==> config.mk <==
export PLATFORM = sky130hd
export DESIGN_NAME = viterbi_sym_packer
export DESIGN_NICKNAME = d
export VERILOG_FILES = /design/src/rtl/viterbi_sym_packer.sv
export SDC_FILE = /design/constraint.sdc
export NUM_CORES = 1
export LEC_CHECK = 0
export BUFFER_PORTS_ARGS = -buffer_cell sky130_fd_sc_hd__buf_2
export CAP_MARGIN = 15
export CORE_MARGIN = 8
export CORE_UTILIZATION = 46
export CTS_CLUSTER_DIAMETER = 60
export DETAILED_ROUTE_END_ITERATION = 16
export GPL_TIMING_DRIVEN = 0
export PLACE_DENSITY = 0.67
export SYNTH_ARGS = -nofsm -noshare
export SYNTH_HDL_FRONTEND = slang
export SYNTH_SLANG_ARGS = --single-unit
export TNS_END_PERCENT = 50
==> constraint.sdc <==
create_clock -name clk -period 3.7 [get_ports clk]
set_input_delay 0.74 -clock clk [delete_from_list [all_inputs] [get_ports clk]]
set_output_delay 0.74 -clock clk [all_outputs]
set_load 0.02 [all_outputs]
==> src/rtl/viterbi_sym_packer.sv <==
// Viterbi decoder front end: packs 2-bit hard-decision symbols eight per 16-bit
// word, frames them with sof/eof, and buffers words in a small FIFO.
module viterbi_sym_packer #(
  parameter int SYMS_PER_WORD = 8,
  parameter int FIFO_DEPTH    = 4
) (
  input  logic        clk,
  input  logic        rst,
  input  logic [1:0]  sym_in,
  input  logic        sym_valid,
  input  logic        sym_sof,
  input  logic        sym_eof,
  output logic        sym_ready,
  output logic [15:0] data_recv,
  output logic        word_valid,
  output logic        word_last,
  input  logic        word_ready,
  output logic        sof_err,
  input  logic        err_clr,
  output logic [2:0]  fifo_level
);

  localparam int         PTR_W     = (FIFO_DEPTH > 1) ? $clog2(FIFO_DEPTH) : 1;
  localparam logic [2:0] FULL_LVL  = 3'(FIFO_DEPTH);
  localparam logic [2:0] LAST_SLOT = 3'(SYMS_PER_WORD - 1);

  logic [2:0]       cnt_q, cnt_d;
  logic [15:0]      pack_q, pack_d;
  logic [PTR_W-1:0] wr_ptr_q, wr_ptr_d;
  logic [PTR_W-1:0] rd_ptr_q, rd_ptr_d;
  logic [2:0]       level_q, level_d;
  logic             sof_err_q, sof_err_d;
  logic [15:0]      mem_data_q [FIFO_DEPTH];
  logic             mem_last_q [FIFO_DEPTH];

  logic             accept_s;
  logic             pop_s;
  logic             push_s;
  logic             restart_s;
  logic             complete_s;
  logic [2:0]       base_cnt_s;
  logic [15:0]      base_pack_s;
  logic [15:0]      merged_s;

  // Handshake qualifiers; sym_ready depends only on registered level.
  always_comb begin
    sym_ready  = (level_q != FULL_LVL);
    word_valid = (level_q != 3'd0);
    accept_s   = sym_valid && sym_ready;
    pop_s      = word_valid && word_ready;
  end

  // A sof symbol always starts a fresh word; a non-empty partial is dropped.
  always_comb begin
    base_cnt_s  = cnt_q;
    base_pack_s = pack_q;
    if (sym_sof) begin
      base_cnt_s  = 3'd0;
      base_pack_s = 16'h0000;
    end else begin
      base_cnt_s  = cnt_q;
      base_pack_s = pack_q;
    end
    restart_s  = accept_s && sym_sof && (cnt_q != 3'd0);
    complete_s = (base_cnt_s == LAST_SLOT) || sym_eof;
    push_s     = accept_s && complete_s;
  end

  // Insert the incoming symbol into its slot, first symbol in the top bits.
  always_comb begin
    merged_s = base_pack_s;
    case (base_cnt_s)
      3'd0:    merged_s[15:14] = sym_in;
      3'd1:    merged_s[13:12] = sym_in;
      3'd2:    merged_s[11:10] = sym_in;
      3'd3:    merged_s[9:8]   = sym_in;
      3'd4:    merged_s[7:6]   = sym_in;
      3'd5:    merged_s[5:4]   = sym_in;
      3'd6:    merged_s[3:2]   = sym_in;
      3'd7:    merged_s[1:0]   = sym_in;
      default: merged_s        = base_pack_s;
    endcase
  end

  // Slot counter and pack register next state.
  always_comb begin
    cnt_d  = cnt_q;
    pack_d = pack_q;
    if (accept_s) begin
      if (complete_s) begin
        cnt_d  = 3'd0;
        pack_d = 16'h0000;
      end else begin
        cnt_d  = base_cnt_s + 3'd1;
        pack_d = merged_s;
      end
    end else begin
      cnt_d  = cnt_q;
      pack_d = pack_q;
    end
  end

  // FIFO pointers and occupancy; push never happens when full.
  always_comb begin
    wr_ptr_d = wr_ptr_q;
    rd_ptr_d = rd_ptr_q;
    level_d  = level_q;
    if (push_s) begin
      wr_ptr_d = wr_ptr_q + PTR_W'(1);
    end else begin
      wr_ptr_d = wr_ptr_q;
    end
    if (pop_s) begin
      rd_ptr_d = rd_ptr_q + PTR_W'(1);
    end else begin
      rd_ptr_d = rd_ptr_q;
    end
    case ({push_s, pop_s})
      2'b10:   level_d = level_q + 3'd1;
      2'b01:   level_d = level_q - 3'd1;
      default: level_d = level_q;
    endcase
  end

  // Sticky restart error; a new error in the clear cycle wins.
  always_comb begin
    sof_err_d = sof_err_q;
    if (restart_s) begin
      sof_err_d = 1'b1;
    end else if (err_clr) begin
      sof_err_d = 1'b0;
    end else begin
      sof_err_d = sof_err_q;
    end
  end

  // Packer and FIFO control state.
  always_ff @(posedge clk or negedge rst) begin
    if (!rst) begin
      cnt_q     <= 3'd0;
      pack_q    <= 16'h0000;
      wr_ptr_q  <= '0;
      rd_ptr_q  <= '0;
      level_q   <= 3'd0;
      sof_err_q <= 1'b0;
    end else begin
      cnt_q     <= cnt_d;
      pack_q    <= pack_d;
      wr_ptr_q  <= wr_ptr_d;
      rd_ptr_q  <= rd_ptr_d;
      level_q   <= level_d;
      sof_err_q <= sof_err_d;
    end
  end

  // FIFO storage; the pushed word carries eof as its last flag.
  always_ff @(posedge clk or negedge rst) begin
    if (!rst) begin
      for (int i = 0; i < FIFO_DEPTH; i++) begin
        mem_data_q[i] <= 16'h0000;
        mem_last_q[i] <= 1'b0;
      end
    end else if (push_s) begin
      mem_data_q[wr_ptr_q] <= merged_s;
      mem_last_q[wr_ptr_q] <= sym_eof;
    end
  end

  assign data_recv  = mem_data_q[rd_ptr_q];
  assign word_last  = mem_last_q[rd_ptr_q];
  assign sof_err    = sof_err_q;
  assign fifo_level = level_q;

endmodule

* After elaboration in Yosys (flattened, before gate mapping)
Cells that the tools add are included.
Widths: inputs -> output; s select.
** Word-level totals
- Input port bits :: 9
- Logic and storage cells :: 73
- Bits in registers :: 95
- Output and inout bits :: 23
** Operators by class
- Add/sub/neg operators :: 5
- $lt $le $gt $ge :: 3
- Reduce and logical (&&, ||, !) cells :: 12
- Equality and inequality tests :: 10
- Muxes and demuxes :: 27
- Bitwise operators :: 2
** Operator list (number)
- $mux 16 :: 5
- $bwmux 64 :: 1
- $bmux 16 s2 :: 1
- $demux 16 s2 :: 1
- $mux 2 :: 8
- $eq 3x3->1 const B :: 4
- $add 3x1->3 const B :: 2
- $eq 3x2->1 const B :: 2
- $ge 3x3->1 const B :: 2
- $logic_and 1x1->1 :: 6
- $mux 3 :: 2
- $not 2->3 :: 2
- $pmux 3 s2 :: 1
- $reduce_bool 3->1 :: 2
- $mux 1 :: 5
- $add 2x1->2 const B :: 2
- $bwmux 4 :: 1
- $reduce_bool 2->1 :: 2
- $eq 3x1->1 const B :: 1
- $logic_not 3->1 :: 1
- $lt 3x1->1 const B :: 1
- $ne 3x3->1 const B :: 1
- $sub 3x1->3 const B :: 1
- $bmux 1 s2 :: 1
- 4 further kinds :: 4

* Logic depth before layout (Yosys ltp)
Gate-level depths: netlist of the first run.
- Depth in word-level cells :: 6
- Mapped depth :: 13
- Gate-level depth less buffers :: 12

* Least setup slack after synthesis of the first run
OpenSTA, ideal clock, no wires.
- Path type :: input to register
- From :: in sym_sof
- To :: reg level_q[2] (netlist: fifo_level[2])
- Setup slack :: 0.558 ns
- Stages :: 13
- Library setup time :: 0.080 ns
- Data arrival time :: 3.063 ns
- Data required time :: 3.620 ns
- Path buffers :: 1
- Path through :: clkbuf_1 nor2b_1 ha_1 ha_1 o21ai_2 nor2_1 inv_1 ha_1 inv_1 fa_1 xor2_1 nor2_1 xor2_1
** On the way
- Longest elaborated chain between the ends :: 6
- Elaborated cells between the ends (all ways) :: 8
- Those cells by class :: 3 x eq/ne; 2 x mux; 3 x reduce/logical
** RTL lines
- start, declared :: RTL line 11 : input logic sym_sof,
- $mux 3 (*) :: RTL line 57 : if (sym_sof) begin
- $eq 3x3->1 (*) :: RTL line 65 : complete_s = (base_cnt_s == LAST_SLOT) || sym_eof;
- $logic_or 1x1->1 (*) :: RTL line 65
- $logic_and 1x1->1 (*) :: RTL line 66 : push_s = accept_s && complete_s;
- $eq 2x1->1 / $eq 2x2->1 (equally long branches) :: RTL line 118 : case ({push_s, pop_s})
- $pmux 3 s2 / $reduce_bool 2->1 (equally long branches)
- end signal, assigned :: RTL line 151 : level_q <= level_d;
- end, declared :: RTL line 31 : logic [2:0] level_q, level_d;
Every way passes the cells marked *; elsewhere a longest branch is shown, timed or not.
A chain may end at the register's enable or synchronous reset.

* Worst setup path in the final report of the first run
Same ends and word-level chain as after synthesis.

==> results by group, run 1 <==
Outcome
  – Status: completed

Clocking
  – CTS H-tree lvls: 3
  – Clock tree from TritonCTS: built
  – Number of buffers inserted by hold repair at cts: 0
  – Cell at the root of the clock tree: sky130_fd_sc_hd__clkbuf_8
  – Post-CTS Resized: 0
  – Clock Tree Buf Depth: 2
  – Clock latency on the worst-skew pair: 360 ps
  – Number of buffers inserted during clock tree synthesis: 9
  – Clk pin slew, worst setup/hold paths: 90 ps
  – Count of buffers added by post-CTS timing repair for setup: 0
  – CTS sink cnt: 95

Timing
  – Total count of max-transition violations in the final report: 0
  – Fin crit period: 3280 ps
  – Fmax: 0.305 GHz
  – Hold violation total from the final report: 0
  – Setup repair after global routing missed its margin: no
  – Final worst-path setup slack: 418 ps
  – Worst Tran Pin Value: 873 ps
  – Skew final: 8.12 ps
  – Setup violation total in the final timing report: 0
  – Hold Slack: 387 ps
  – Final period util: 0.887
  – Max-Slew Margin vs Limit: 0.416
  – Setup total negative slack: 0 ps

Setup path
  – Worst-case register-to-register setup slack: 610 ps
  – CP Capture Point: fifo_level[2]
  – Path type of the worst setup path: input pin to flip-flop
  – Peak fanout along the critical path: 10
  – Capturing element type of the critical path: flip-flop
  – Largest incremental delay on the critical path: 390 ps
  – Arrival time of the worst setup path: 3570 ps
  – Slowest library cell on the worst path: sky130_fd_sc_hd__o21ai_2
  – Source of the critical timing path: sym_sof
  – Depth of the worst register-to-register path: 7
  – CP dominant cell by count: sky130_fd_sc_hd__ha_1
  – CP Launch Type: input pin
  – Worst reg2reg startpoint: cnt_q[2]
  – Worst R2R End: mem_data_q[4]
  – Data required time of the critical path: 3990 ps
  – Ordered cell list for the critical path: buf_2, clkbuf_1, nor2b_1, ha_1, ha_1, o21ai_2, nor2_1, inv_1, ha_1, inv_1, fa_1, xor2_1, nor2_1, xor2_1

Synth
  – Cell types with the highest counts after synthesis: 95 x sky130_fd_sc_hd__dfrtp_1, 69 x sky130_fd_sc_hd__mux2_2, 20 x sky130_fd_sc_hd__a22o_1, 18 x sky130_fd_sc_hd__inv_1, 17 x sky130_fd_sc_hd__mux4_2
  – Top-count cell post-synth: sky130_fd_sc_hd__dfrtp_1
  – Number of synthesized register bits: 95
  – Number of flops mapped to enable cells by yosys: 0
  – Netlist cell types: 30
  – Synth warn: 0
  – Average size of a mapped cell: 14.6 µm²
  – Portion of the post-synthesis area used by sequential elements: 0.526
  – Proportion of synthesized flip-flops having asynchronous set or reset: 1.00
  – Summed instance area of the synthesized netlist: 0.00452 mm²
  – Cells taking the most area after synthesis: sky130_fd_sc_hd__dfrtp_1 53%, sky130_fd_sc_hd__mux2_2 17%, sky130_fd_sc_hd__mux4_2 8.5%, sky130_fd_sc_hd__a22o_1 3.9%, sky130_fd_sc_hd__ha_1 3.0%
  – Synth area leader: sky130_fd_sc_hd__dfrtp_1
  – Mapped Nets: 330
  – Post-synthesis instance total: 309
  – Fraction of synthesized cell area taken by the top area cell type: 0.526
  – Leading register cell type out of synthesis: sky130_fd_sc_hd__dfrtp_1

Floorplanning
  – Floorplan die height: 115 µm
  – Core box area: 0.00964 mm²
  – I/O pin total: 32
  – Initial core utilization: 0.468
  – Area of the die: 0.0132 mm²
  – Cell row count: 36
  – Die outline width: 115 µm

Min path
  – Hold/Removal Path Class: input pin to async pin

Run
  – Max-cap viol count: 0

Detailed routing
  – Routed wire per std cell: 17.9 µm
  – Iteration-0 DRC Markers: 89
  – Via density per instance: 5.32
  – Remaining routing DRC violations: 0
  – Total number of vias: 2607
  – Final wirelength: 8790 µm
  – Number of detailed-routing iterations run before antenna repair: 4
  – Final ANT Viol Nets: 0

Final layout
  – Utilization after layout: 0.526
  – Area added between synthesis and finish: 12.3%
  – Fraction of final layout cells sized beyond drive strength 1: 0.426
  – Antenna cell count: 0
  – # nets final: 373

Place
  – Final weighted congestion in routability-driven placement: 0.744
  – Port bufs: 31
  – Post-Place Setup Slack: 43.9 ps
  – Placed wire-length estimate: 6130 µm

Pwr
  – Highest ir drop seen on vdd: 0.411 mV
  – Power density over the cells: 592 mW/mm²
  – Static leakage: 2.43 nW

GRT
  – Global router's overall resource usage: 0.145
  – Initial antenna violation count: 0
  – Number of global-route vias before repair: 2838
  – Global-route wire length before repair: 14800 µm
  – Overall overflow remaining after global route: 0
  – Met3 Track Usage GR: 0.0362
  – Met1 Usage GRT: 0.185
  – Met2 layer usage reported by global route: 0.239
  – Maximum number of pins on one net before global-route repair: 50
  – Global routing's busiest layer: met2
-- where the power goes --
part | internal, mW | switching (mW)
registers | 1.21 | 0.107
logic | 0.461 | 0.525
clock network | 0.333 | 0.365
-- worst min path at each step --
stage                     end           start  slack [ps]
2_1_floorplan        cnt_q[0]             rst         440
3_3_place_gp   mem_data_q[17]  mem_data_q[17]         480
3_5_place_dp   mem_data_q[15]  mem_data_q[15]         490
4_1_cts               sof_err             rst         400
5_1_grt              cnt_q[1]             rst         430
6_report             cnt_q[0]             rst         390
-- metrics by stage --
step	cell area [µm²]	power [mW]	instances
finish	5070	3.00	490
global placement	4840	2.31	473
detailed placement	4870	2.34	474
CTS	5070	3.05	490
floorplan	4520	2.06	309
global route	5070	3.19	490
-- sequential cells by signal (all words and copies together) (netlist names) --
name and count:
fifo_level 3, rd_ptr_q 2, sof_err 1, mem_last_q 4
mem_data_q 64, pack_q 16, cnt_q 3, wr_ptr_q 2
-- worst max-delay path: cells and delay by family --
family | cells | cell delay, ps
compound gates | 1 | 390
xor+xnor | 2 | 290
fa+ha+maj | 4 | 1110
buf+inv | 4 | 620
simple gates | 3 | 410
-- placed cells by master (no fill, tap or decap), drive strengths merged, types with 7 or more instances in the layout --
cell type	instances
a22o	22
dfrtp	95
mux2	69
ha	11
clkbuf	15
inv	19
mux2i	7
mux4	17
buf	41
nand2	11
nand2b	9
-- cell type report --
cell class,instances,area (µm²)
Multi-Input combinational cell,182,1990
Clock inverter,6,67.6
Buffer,14,85.1
Sequential cell,95,2380
Timing Repair Buffer,32,185
Clock buffer,10,138
Tap cell,133,166
Fill cell,860,4570
Inverter,18,67.6
-- logic make-up (layout without fill, tap and decap cells) --
family          after synthesis  after routing  share of synthesized area
mux                          93             93                      0.272
compound gates               33             33                     0.0629
flops                        95             95                      0.526
buf+inv                      32             80                     0.0338
simple gates                 38             38                     0.0579
fa+ha+maj                    12             12                     0.0349
xor+xnor                      6              6                     0.0116
-- per-layer routing --
metal,wire (µm),vias to the layer above
met5,0,-
met4,112,0
met3,293,12
met2,4160,31
met1,4220,1353
li1,-,1211
No activity file was read; power rests on OpenSTA's default activity.
==> run 2, diff against run 1 <==
--- a/config.mk
+++ b/config.mk
@@ -13,5 +13,5 @@
 export DETAILED_ROUTE_END_ITERATION = 16
 export GPL_TIMING_DRIVEN = 0
-export PLACE_DENSITY = 0.67
+export PLACE_DENSITY_LB_ADDON = 0.12
 export SYNTH_ARGS = -nofsm -noshare
 export SYNTH_HDL_FRONTEND = slang
==> constraint.sdc (replaced) <==
create_clock -name clk -period 3.7 [get_ports clk]
set_input_delay 0.555 -clock clk [delete_from_list [all_inputs] [get_ports clk]]
set_output_delay 0.555 -clock clk [all_outputs]
set_load 0.02 [all_outputs]
==> results by group, run 2 (synthesized netlist as in run 1, its figures left out) <==
Outcome
  – Status: completed

Floorplanning
  – Initial core utilization: 0.468
  – Die outline width: 115 µm
  – Floorplan die height: 115 µm
  – Core box area: 0.00964 mm²
  – Area of the die: 0.0132 mm²
  – I/O pin total: 32
  – Cell row count: 36

Final layout
  – Finished layout cell area: 0.00508 mm²
  – # nets final: 373
  – Area added between synthesis and finish: 12.4%
  – Leading registers by flop count: mem_data_q x64, pack_q x16, mem_last_q x4
  – Number of cells in the finished layout apart from fillers: 490
  – Fraction of final layout cells sized beyond drive strength 1: 0.426
  – Most common library cell in the layout ignoring fill and taps: sky130_fd_sc_hd__dfrtp_1
  – Most flops, register: mem_data_q
  – Antenna cell count: 0
  – Layout fillers: 854
  – Most used cells in the layout excluding fill and tap cells: 95 x sky130_fd_sc_hd__dfrtp_1, 69 x sky130_fd_sc_hd__mux2_2, 35 x sky130_fd_sc_hd__buf_2
  – Max FFs per register: 64
  – Utilization after layout: 0.527

Clocking
  – Count of buffers added by post-CTS timing repair for setup: 0
  – Number of buffers inserted by hold repair at cts: 0
  – Cell at the root of the clock tree: sky130_fd_sc_hd__clkbuf_8
  – Clock Tree Buf Depth: 2
  – Clock tree from TritonCTS: built
  – Clock latency on the worst-skew pair: 360 ps
  – Clk pin slew, worst setup/hold paths: 100 ps
  – CTS H-tree lvls: 3
  – CTS sink cnt: 95
  – Post-CTS Resized: 0
  – Number of buffers inserted during clock tree synthesis: 9

Timing
  – Max-Slew Margin vs Limit: 0.384
  – Final period util: 0.835
  – Skew final: 10.8 ps
  – Setup total negative slack: 0 ps
  – Fmax: 0.324 GHz
  – Hold violation total from the final report: 0
  – Total count of max-transition violations in the final report: 0
  – Worst Tran Pin Value: 921 ps
  – Fin crit period: 3090 ps
  – Setup violation total in the final timing report: 0
  – Setup repair after global routing missed its margin: no

GRT
  – Global router's overall resource usage: 0.151
  – Global-route wire length before repair: 15400 µm
  – Overall overflow remaining after global route: 0
  – Initial antenna violation count: 0
  – Maximum number of pins on one net before global-route repair: 68
  – Number of global-route vias before repair: 2883

Pwr
  – Switching share of total power: 0.343
  – Switching component of the power: 1.04 mW
  – Highest ir drop seen on vdd: 0.416 mV
  – Static leakage: 2.44 nW
  – Cell internal power dissipation: 2.00 mW
  – Sum of internal, switching and leakage power: 3.04 mW
  – Power share of the clock group: 0.240
  – Fraction of power consumed by combinational cells: 0.326
  – Relative contribution of sequential cells to total power: 0.434
  – Power density over the cells: 600 mW/mm²

Place
  – Area post-placement: 0.00487 mm²
  – Final weighted congestion in routability-driven placement: 0.715
  – Port bufs: 31
  – Placed wire-length estimate: 6150 µm
  – DP Cell Count: 474

Detailed routing
  – Final ANT Viol Nets: 0
  – Remaining routing DRC violations: 0
  – Final wirelength: 8830 µm
  – Total number of vias: 2613
  – Number of detailed-routing iterations run before antenna repair: 4
  – Via density per instance: 5.33
  – Routed wire per std cell: 18.0 µm
  – Iteration-0 DRC Markers: 91

Setup path
  – Worst reg2reg startpoint: cnt_q[2]
  – Source of the critical timing path: sym_sof
  – CP Launch Type: input pin
  – Peak fanout along the critical path: 10
  – Path type of the worst setup path: input pin to flip-flop
  – Capturing element type of the critical path: flip-flop
  – Data required time of the critical path: 4000 ps
  – Arrival time of the worst setup path: 3390 ps

Min path
  – Hold/Removal Path Class: input pin to async pin

Run
  – Max-cap viol count: 0
run 2: worst paths after layout:
check                                       to  slack, ps  depth (start not counted)
worst max register to register   mem_data_q[1]        710                          7
worst min-delay path                   sof_err        100                          1
worst min register to register  mem_data_q[17]        510                          1
worst max-delay path             fifo_level[2]        610                         14
min in group clk                       sof_err        370                          2
max in group asynchronous       mem_data_q[54]       2930                          2
run 2: layout make-up:
| cell class | instances | area, µm² | area share |
|---|---|---|---|
| repair buffers | 32 | 185 | 0.0365 |
| plain buffers | 14 | 85.1 | 0.0168 |
| clock buffers | 9 | 124 | 0.0244 |
| clock inverters | 7 | 86.3 | 0.0170 |
| inverters | 18 | 67.6 | 0.0133 |
| well taps | 133 | 166 | 0.0328 |
| multi-input cells | 182 | 1990 | 0.391 |
| flip-flops and latches | 95 | 2380 | 0.468 |
run 2: power groups by stage:
| stage | logic, mW | registers (mW) | clock network, mW |
|---|---|---|---|
| floorplan | 0.724 | 1.34 | 0 |
| global placement | 0.997 | 1.33 | 0 |
| detailed placement | 1.02 | 1.34 | 0 |
| CTS | 1.02 | 1.32 | 0.750 |
| global route | 1.09 | 1.35 | 0.798 |
| finish | 0.993 | 1.32 | 0.730 |
run 2: through the flow:
step / setup slack, ps / hold slack [ps]
2_1_floorplan: 743 / 259
3_3_place_gp: 261 / 485
3_5_place_dp: 202 / 491
4_1_cts: 601 / 104
5_1_grt: 388 / 125
6_report: 609 / 105
run 2: per-layer routing:
metal / vias up / GRT usage / routed length (µm)
met5: - / 0 / 0
met4: 0 / 0.0630 / 174
met3: 14 / 0.0273 / 255
met2: 38 / 0.227 / 3940
met1: 1352 / 0.210 / 4470
li1: 1209 / - / -
run 2: critical path, stage by stage:
cell                       delay [ps]
sky130_fd_sc_hd__buf_2            100
sky130_fd_sc_hd__clkbuf_1         360
sky130_fd_sc_hd__nor2b_1          160
sky130_fd_sc_hd__ha_1             270
sky130_fd_sc_hd__ha_1             300
sky130_fd_sc_hd__o21ai_2          380
sky130_fd_sc_hd__nor2_1           140
sky130_fd_sc_hd__inv_1             90
sky130_fd_sc_hd__ha_1             180
sky130_fd_sc_hd__inv_1             60
sky130_fd_sc_hd__fa_1             370
sky130_fd_sc_hd__xor2_1           150
sky130_fd_sc_hd__nor2_1           110
sky130_fd_sc_hd__xor2_1           150
==> run 3, diff against run 2 <==
Clock period 3.7 ns to 2.6 ns, I/O delays scaled along.
==> results by group, run 3 (synthesized netlist as in run 1, its figures left out) <==
Pwr
  – Fraction of power consumed by combinational cells: 0.328
  – Switching share of total power: 0.335
  – Highest ir drop seen on vdd: 0.594 mV
  – Power density over the cells: 840 mW/mm²
  – Static leakage: 2.51 nW
  – Power share of the clock group: 0.237
  – Cell internal power dissipation: 2.93 mW
  – Switching component of the power: 1.47 mW
  – Relative contribution of sequential cells to total power: 0.435

GRT
  – Global-route wire length before repair: 15600 µm
  – Overall overflow remaining after global route: 0
  – Number of global-route vias before repair: 2950
  – Maximum number of pins on one net before global-route repair: 65
  – Initial antenna violation count: 0
  – Global router's overall resource usage: 0.154

Min path
  – End of the worst hold path: sof_err
  – Number of stages on the worst hold path: 2
  – Hold/Removal Path Class: input pin to flip-flop
  – Startpoint of the tightest hold check path: err_clr

Final layout
  – Max FFs per register: 64
  – Most used cells in the layout excluding fill and tap cells: 94 x sky130_fd_sc_hd__dfrtp_1, 69 x sky130_fd_sc_hd__mux2_2, 33 x sky130_fd_sc_hd__buf_2
  – Leading registers by flop count: mem_data_q x64, pack_q x16, mem_last_q x4
  – Antenna cell count: 0
  – Area added between synthesis and finish: 16.0%
  – Most common library cell in the layout ignoring fill and taps: sky130_fd_sc_hd__dfrtp_1
  – Utilization after layout: 0.543
  – # nets final: 384
  – Most flops, register: mem_data_q
  – Fraction of final layout cells sized beyond drive strength 1: 0.462
  – Finished layout cell area: 0.00524 mm²

Floorplanning
  – Die outline width: 115 µm
  – Area of the die: 0.0132 mm²
  – I/O pin total: 32
  – Initial core utilization: 0.468
  – Floorplan die height: 115 µm
  – Cell row count: 36
  – Core box area: 0.00964 mm²

Setup path
  – Data required time of the critical path: 2890 ps
  – Depth of the worst register-to-register path: 12
  – CP Launch Type: flip-flop
  – Ordered cell list for the critical path: nor2b_1, clkbuf_2, ha_4, o21ai_4, nor2_2, inv_1, ha_1, inv_1, fa_1, xor2_1, nor2_1, xor2_1
  – Arrival time of the worst setup path: 2720 ps
  – Top Family by Delay on Critical Path: adder cells
  – Path type of the worst setup path: flip-flop to flip-flop
  – Largest incremental delay on the critical path: 450 ps
  – Worst reg2reg startpoint: cnt_q[2]
  – Capturing element type of the critical path: flip-flop
  – Slowest library cell on the worst path: sky130_fd_sc_hd__dfrtp_2
  – Peak fanout along the critical path: 8
  – Worst R2R End: fifo_level[2]
  – Worst-case register-to-register setup slack: 170 ps
  – Critical path buffer and inverter count: 3

Timing
  – Max-Slew Margin vs Limit: 0.431
  – Skew final: 10.9 ps
  – Fin crit period: 2430 ps
  – Hold violation total from the final report: 0
  – Fmax: 0.412 GHz
  – Final period util: 0.934
  – Setup violation total in the final timing report: 0
  – Worst Tran Pin Value: 850 ps
  – Total count of max-transition violations in the final report: 0
  – Final worst-path setup slack: 172 ps
  – Setup total negative slack: 0 ps

Place
  – Post-Place Setup Slack: -501 ps
  – Placed wire-length estimate: 6210 µm
  – Area post-placement: 0.00488 mm²
  – Port bufs: 31
  – Final weighted congestion in routability-driven placement: 0.725

Detailed routing
  – Iteration-0 DRC Markers: 121
  – Via density per instance: 5.35
  – Final wirelength: 9270 µm
  – Total number of vias: 2682
  – Final ANT Viol Nets: 0
  – Number of detailed-routing iterations run before antenna repair: 6
  – Routed wire per std cell: 18.5 µm
  – Remaining routing DRC violations: 0

Clocking
  – CTS sink cnt: 95
  – Number of buffers inserted during clock tree synthesis: 9
  – Clock latency on the worst-skew pair: 370 ps
  – Cell at the root of the clock tree: sky130_fd_sc_hd__clkbuf_8
  – CTS H-tree lvls: 3
  – Clock Tree Buf Depth: 2
  – Clk pin slew, worst setup/hold paths: 90 ps
  – Clock tree from TritonCTS: built

Outcome
  – Status: completed

Run
  – Max-cap viol count: 0
==> run 3: area by class of cell <==
cell class | count | area [µm²]
fillers | 840 | 4400
flip-flops and latches | 95 | 2380
multi-input cells | 182 | 2030
repair buffers | 44 | 290
well taps | 133 | 166
clock buffers | 11 | 151
plain buffers | 13 | 90.1
inverters | 18 | 67.6
clock inverters | 5 | 63.8
==> run 3: worst register-to-register path: cells and delay by family, from the launching register on <==
family	cells	cell delay (ps)
fa+ha+maj	3	770
flops	1	450
simple gates	3	330
buf+inv	3	330
xor+xnor	2	290
compound gates	1	190
==> run 3: what timing repair did <==
action	4_1_cts	5_1_grt
setup buffers	7	4
setup endpoints to repair	72	2
gates resized for setup	10	2
hold endpoints to repair	31	0
hold buffers	1	0
pin swaps	4	1
==> run 3: routing by layer <==
| layer | vias up | wire length (µm) | part of all wire | GRT usage |
|---|---|---|---|---|
| met3 | 12 | 264 | 0.028 | 0.0410 |
| met2 | 34 | 4510 | 0.49 | 0.252 |
| met5 | - | 0 | 0 | 0 |
| li1 | 1235 | - | - | - |
| met4 | 0 | 183 | 0.020 | 0.0622 |
| met1 | 1401 | 4310 | 0.47 | 0.191 |
==> run 3: how the worst max path moves through the flow <==
stage,startpoint,endpoint,slack (ps),cells after the start
floorplan,sym_sof,fifo_level[2],10,13
global placement,sym_sof,mem_last_q[2],-500,9
detailed placement,sym_sof,mem_data_q[47],-500,9
CTS,cnt_q[2],fifo_level[2],20,12
global route,cnt_q[2],fifo_level[2],-3,12
finish,cnt_q[2],fifo_level[2],170,12
==> run 3: power groups by stage <==
stage | logic (mW) | registers, mW | clock network [mW]
finish | 1.44 | 1.91 | 1.04
global route | 1.57 | 1.95 | 1.14
CTS | 1.46 | 1.92 | 1.09
detailed placement | 1.44 | 1.91 | 0
global placement | 1.41 | 1.90 | 0
floorplan | 1.03 | 1.90 | 0
==> run 3: metrics by stage <==
step,total power [mW],instances,hold WS [ps]
3_5_place_dp,3.35,474,368
3_3_place_gp,3.31,473,484
4_1_cts,4.46,497,192
5_1_grt,4.66,501,205
6_report,4.40,501,208
2_1_floorplan,2.93,309,94.4
